[src/rtl/tx_burst_sequencer.sv]
// Drives the DAC core's LFSR transmitter through a run of bursts: reset, enable,
// wait for the flagged burst to finish, idle gap, repeat until done or aborted.
module tx_burst_sequencer #(
   parameter int CNT_WIDTH   = 16,
   parameter int RST_CYCLES  = 4,
   parameter int ARM_TIMEOUT = 100000
) (
   input  logic                 aclk,
   input  logic                 arst,
   input  logic                 start_i,
   input  logic                 abort_i,
   input  logic [7:0]           div_i,
   input  logic [2:0]           rep_i,
   input  logic [2:0]           order_i,
   input  logic [CNT_WIDTH-1:0] nburst_i,
   input  logic [CNT_WIDTH-1:0] gap_i,
   input  logic                 tx_flag_i,
   output logic [31:0]          tx_cfg_o,
   output logic                 busy_o,
   output logic                 done_o,
   output logic                 timeout_o,
   output logic [CNT_WIDTH-1:0] burst_cnt_o
);

   // One shared phase counter covers the RST hold, the ARM timeout and the GAP length.
   localparam int ARM_W = $clog2(ARM_TIMEOUT);
   localparam int RST_W = $clog2(RST_CYCLES + 1);
   localparam int W0    = (CNT_WIDTH > ARM_W) ? CNT_WIDTH : ARM_W;
   localparam int TW    = (W0 > RST_W) ? W0 : RST_W;

   typedef enum logic [2:0] {
      ST_IDLE,
      ST_RST,
      ST_ARM,
      ST_ACT,
      ST_GAP,
      ST_FIN
   } state_t;

   state_t                 state_reg, state_next;
   logic [TW-1:0]          cnt_reg, cnt_next;
   logic                   flag_reg;
   logic [7:0]             div_reg;
   logic [2:0]             rep_reg;
   logic [2:0]             order_reg;
   logic [CNT_WIDTH-1:0]   nburst_reg;
   logic [CNT_WIDTH-1:0]   gap_reg;
   logic [CNT_WIDTH-1:0]   burst_cnt_reg, burst_cnt_next;
   logic                   timeout_reg, timeout_next;
   logic                   done_reg, done_next;
   logic                   busy_reg, busy_next;
   logic [31:0]            cfg_reg, cfg_next;

   logic                   start_acc;
   logic                   rise;
   logic                   fall;
   logic                   en_now;
   logic [TW-1:0]          gap_last;
   logic [CNT_WIDTH-1:0]   burst_inc;

   assign start_acc = (state_reg == ST_IDLE) && start_i;
   assign rise      = tx_flag_i & ~flag_reg;
   assign fall      = ~tx_flag_i & flag_reg;
   assign gap_last  = TW'(gap_reg) - TW'(1);
   assign burst_inc = burst_cnt_reg + CNT_WIDTH'(1);

   always_comb begin
      state_next     = state_reg;
      cnt_next       = cnt_reg + TW'(1);
      burst_cnt_next = burst_cnt_reg;
      timeout_next   = timeout_reg;

      case (state_reg)
         ST_IDLE: begin
            cnt_next = '0;
            if (start_i) begin
               burst_cnt_next = '0;
               timeout_next   = 1'b0;
               state_next     = ST_RST;
            end
         end
         ST_RST: begin
            if (cnt_reg == TW'(RST_CYCLES - 1))
               state_next = ST_ARM;
         end
         ST_ARM: begin
            if (rise)
               state_next = ST_ACT;
            else if (cnt_reg == TW'(ARM_TIMEOUT - 1)) begin
               timeout_next = 1'b1;
               state_next   = ST_IDLE;
            end
         end
         ST_ACT: begin
            if (fall) begin
               burst_cnt_next = burst_inc;
               if ((nburst_reg != '0) && (burst_inc == nburst_reg))
                  state_next = ST_FIN;
               else if (gap_reg == '0)
                  state_next = ST_RST;
               else
                  state_next = ST_GAP;
            end
         end
         ST_GAP: begin
            if (cnt_reg == gap_last)
               state_next = ST_RST;
         end
         ST_FIN: begin
            state_next = ST_IDLE;
         end
         default: begin
            state_next = ST_IDLE;
         end
      endcase

      // Abort overrides everything, including a burst ending in the same cycle.
      if ((state_reg != ST_IDLE) && abort_i) begin
         state_next     = ST_IDLE;
         burst_cnt_next = burst_cnt_reg;
         timeout_next   = timeout_reg;
      end

      if (state_next != state_reg)
         cnt_next = '0;

      en_now    = (state_reg == ST_ARM) || (state_reg == ST_ACT);
      cfg_next  = {16'h0000, ~en_now, en_now, order_reg, rep_reg, div_reg};
      busy_next = (state_next != ST_IDLE);
      done_next = (state_next == ST_FIN);
   end

   always_ff @(posedge aclk or posedge arst) begin
      if (arst) begin
         state_reg     <= ST_IDLE;
         cnt_reg       <= '0;
         flag_reg      <= 1'b0;
         div_reg       <= '0;
         rep_reg       <= '0;
         order_reg     <= '0;
         nburst_reg    <= '0;
         gap_reg       <= '0;
         burst_cnt_reg <= '0;
         timeout_reg   <= 1'b0;
         done_reg      <= 1'b0;
         busy_reg      <= 1'b0;
         cfg_reg       <= 32'h0000_8000;
      end else begin
         state_reg     <= state_next;
         cnt_reg       <= cnt_next;
         flag_reg      <= tx_flag_i;
         burst_cnt_reg <= burst_cnt_next;
         timeout_reg   <= timeout_next;
         done_reg      <= done_next;
         busy_reg      <= busy_next;
         cfg_reg       <= cfg_next;
         if (start_acc) begin
            div_reg    <= div_i;
            rep_reg    <= rep_i;
            order_reg  <= order_i;
            nburst_reg <= nburst_i;
            gap_reg    <= gap_i;
         end
      end
   end

   assign tx_cfg_o    = cfg_reg;
   assign busy_o      = busy_reg;
   assign done_o      = done_reg;
   assign timeout_o   = timeout_reg;
   assign burst_cnt_o = burst_cnt_reg;

endmodule

[config.mk]
export PLATFORM = sky130hd
export DESIGN_NAME = tx_burst_sequencer
export DESIGN_NICKNAME = d
export VERILOG_FILES = /design/src/rtl/tx_burst_sequencer.sv
export SDC_FILE = /design/constraint.sdc
export NUM_CORES = 1
export LEC_CHECK = 0
export CAP_MARGIN = 0
export CORE_ASPECT_RATIO = 0.8
export CORE_MARGIN = 5
export CORE_UTILIZATION = 55
export CTS_BUF_LIST = sky130_fd_sc_hd__clkbuf_2 sky130_fd_sc_hd__clkbuf_4 sky130_fd_sc_hd__clkbuf_8
export DETAILED_ROUTE_END_ITERATION = 6
export PLACE_DENSITY = 0.93
export SLEW_MARGIN = 20
export SYNTH_ARGS = -nofsm -noshare
export SYNTH_HDL_FRONTEND = slang
export SYNTH_SLANG_ARGS = --single-unit
[constraint.sdc]
create_clock -name aclk -period 3.9 [get_ports aclk]
set_input_delay 0.585 -clock aclk [delete_from_list [all_inputs] [get_ports aclk]]
set_output_delay 0.585 -clock aclk [all_outputs]
set_load 0.02 [all_outputs]
==> impl_metrics.env <==
export IMPL_outcome="complete, no violations"
export IMPL_clkTransAtPathRegs_ns=0.10
export IMPL_fin_crit_ns=2.99
export IMPL_grt_max_degree=52
export IMPL_use_met1_pct=32.6
export IMPL_r2r_start="burst_cnt_o[0]"
export IMPL_drt_first_pass_iters=7
export IMPL_overflow=0
export IMPL_gr_max_usage_layer="met2"
export IMPL_remaining_drc_errors=0
export IMPL_synth_edf_count=0
export IMPL_num_vias=4699
export IMPL_setup_ws_ns=0.915
export IMPL_grt_pass1_vias=4606
export IMPL_powerDensity_nw_per_um2=571
export IMPL_yosysUniqueCellTypes=67
export IMPL_syn_area_per_cell_sq_um=9.86
export IMPL_fin_nets=700
export IMPL_rsz0062_at_grt="no"
export IMPL_ys_seq_area_share_pct=44.9
export IMPL_cts_sinks=102
export IMPL_fillers=789
export IMPL_maxCapViolCount=0
export IMPL_utilization_pct=66.2
export IMPL_hold_buffers=0
export IMPL_setup_viol_count_final=0
export IMPL_arrival_ns=3.28
export IMPL_grtUsageMet2_pct=37.0
export IMPL_synthTopCellsByCount="101 x dfrtp_1, 57 x nor2_1, 49 x nand2_1, 45 x mux2_2, 32 x xnor2_1"
export IMPL_drtIter0Drc=429
export IMPL_cp_startpoint="burst_cnt_o[0]"
export IMPL_port_buffers=85
export IMPL_skew_ns=0.0112
export IMPL_yosysMostFrequentCell="dfrtp_1"
export IMPL_drtAntennaViolNets=0
export IMPL_power_leakage_nw=2.67
export IMPL_intPower_mw=2.41
export IMPL_synth_top_area_share_pct=44.4
export IMPL_met3_usage_pct=7.41
export IMPL_numCtsBuffers=9
export IMPL_antenna_found_initial=0
export IMPL_syn_to_final_growth_pct=18.7
export IMPL_drive_gt1_share_pct=13.5
export IMPL_grt_pass1_wl_um=23400
export IMPL_synth_seq_cells=102
export IMPL_critical_path_class="reg -> reg"
export IMPL_switching_power_mw=1.44
export IMPL_netlist_area_sq_um=5690
export IMPL_start_util_pct=55.8
export IMPL_irDropWorstVdd_mv=0.438
export IMPL_post_cts_resized=0
export IMPL_max_freq_mhz=335
export IMPL_cp_end_kind="flip-flop"
export IMPL_clk_path_buf_depth=2
export IMPL_totalWireLength_um=14200
export IMPL_vias_per_cell=5.95
export IMPL_hold_ws_ns=0.380
export IMPL_grtUsageTotal_pct=24.0
export IMPL_hold_violations=0
export IMPL_synth_area_top_cells="dfrtp_1 44%, mux2_2 8.9%, xnor2_1 4.9%, nor2_1 3.8%, nand2_1 3.2%"
export IMPL_syn_inst=577
export IMPL_cts_tree="built"
export IMPL_rows=33
export IMPL_hold_path_class="reg -> reg"
export IMPL_pin_count=102
export IMPL_pre_cts_slack_ns=0.974
export IMPL_worstSetupStartpointType="flip-flop"
export IMPL_async_flop_share_pct=100
export IMPL_worst_slew_pin_slew_ns=0.757
export IMPL_cp_max_fo=17
export IMPL_core_area_sq_um=10200
export IMPL_htree_levels=3
export IMPL_post_cts_buffers=0
export IMPL_dpl_hpwl_um=10500
export IMPL_slew_headroom_pct=49.5
export IMPL_multi_input_area_sq_um=2900
export IMPL_clockRootBuffer="clkbuf_8"
export IMPL_combPwrFrac_pct=36.8
export IMPL_place_congestion=1.06
export IMPL_die_h_um=101
export IMPL_switching_share_pct=37.4
export IMPL_die_w_um=124
export IMPL_regArea_sq_um=2550
export IMPL_yosys_area_top_type="dfrtp_1"
export IMPL_setup_tns_ns=0
export IMPL_power_frac_clock_pct=17.9
export IMPL_ys_flop_type="dfrtp_1"
export IMPL_min_from="order_reg[1]"
export IMPL_largest_reg_flops=17
export IMPL_routedWlPerCell_um=18.0
export IMPL_p_seq_share_pct=45.3
export IMPL_slew_viol_final=0
export IMPL_cp_required_ns=4.20
export IMPL_n_antenna_cell=0
export IMPL_yosys_warnings=0
export IMPL_period_share_pct=76.5
export IMPL_clk_latency_ns=0.38
export IMPL_die_area_sq_um=12500
power groups by stage:
stage	registers, mW	clock network, mW	logic (mW)
2_1_floorplan	1.75	0	0.961
3_3_place_gp	1.73	0	1.35
3_5_place_dp	1.76	0	1.40
4_1_cts	1.74	0.708	1.42
5_1_grt	1.80	0.752	1.55
6_report	1.75	0.690	1.42
critical path, cell delays in order, from the launching register on:
cell and delay [ns]:
dfrtp_1 0.51, ha_1 0.34, nand3_1 0.28, o41ai_1 0.51, nor4b_1 0.29, nor2_1 0.07, a211o_1 0.29, o21ai_1 0.16
a21oi_2 0.22, nor3b_1 0.24
final timing paths:
kind | cells past startpoint | to | slack [ns]
worst max-delay path | 9 | cnt_reg[0] | 0.91
worst min-delay path | 0 | tx_cfg_o[12] | 0.38
worst max register to register | 9 | cnt_reg[0] | 0.91
worst min register to register | 0 | tx_cfg_o[12] | 0.38
max in group asynchronous | 3 | tx_cfg_o[15] | 2.42
min in group asynchronous | 2 | div_reg[2] | 0.63
layer usage:
| layer | share of wire [%] | vias up |
|---|---|---|
| met5 | 0 | - |
| met4 | 2.0 | 0 |
| met3 | 11 | 25 |
| met2 | 45 | 244 |
| met1 | 42 | 2274 |
| li1 | - | 2156 |
layout by cell type, fill, tap and decap left out, types with 3 or more instances in the layout:
cell type        Yosys  routed
and4_1               4       4
conb_1               1      16
ha_1                 3       3
a31oi_1              7       7
nor3b_1              6       6
inv_1               11      10
clkbuf_8             0       9
nor4b_1              4       4
nand4_1              9       9
and3_1               7       6
o41ai_1              5       5
and2_1               5       5
xor2_1              18      18
nand2_2             10      10
nor2b_1              7       7
nand2_1             49      49
dfrtp_1            101     101
nand3b_1             5       5
xnor2_1             32      32
a21oi_1              8       8
o21ai_0             28      28
nand3_1             26      26
nor4_1              11      11
buf_4               18       4
clkdlybuf4s50_1      0      85
nor3_1               9       9
o31ai_1              6       6
o21ai_1              4       4
o211ai_1             3       3
mux2_2              45      45
nor2_1              57      57
nand2b_1             4       4
nand4b_1             3       3
area by class of cell:
cell class,instances,share of cell area [%]
inverters,11,0.648
multi-input cells,433,42.9
clock inverters,6,1.15
well taps,140,2.59
repair buffers,89,13.0
flip-flops and latches,102,37.8
clock buffers,9,1.83
stage by stage:
stage          total power, mW  area [sq um]  cells
3_5_place_dp              3.17          6550    775
2_1_floorplan             2.71          5750    592
4_1_cts                   3.87          6750    790
6_report                  3.85          6750    790
5_1_grt                   4.10          6750    790
3_3_place_gp              3.08          6550    775
logic make-up after synthesis:
group | synth area share [%]
adder cells (fa/ha/maj) | 0.660
buffers and inverters | 5.17
other | 0.0659
AND/OR/NAND/NOR | 21.8
multiplexers | 9.26
XOR/XNOR | 7.70
AO/OA/AOI/OAI | 10.5
flip-flops | 44.9
No activity file was read; power rests on OpenSTA's default activity.
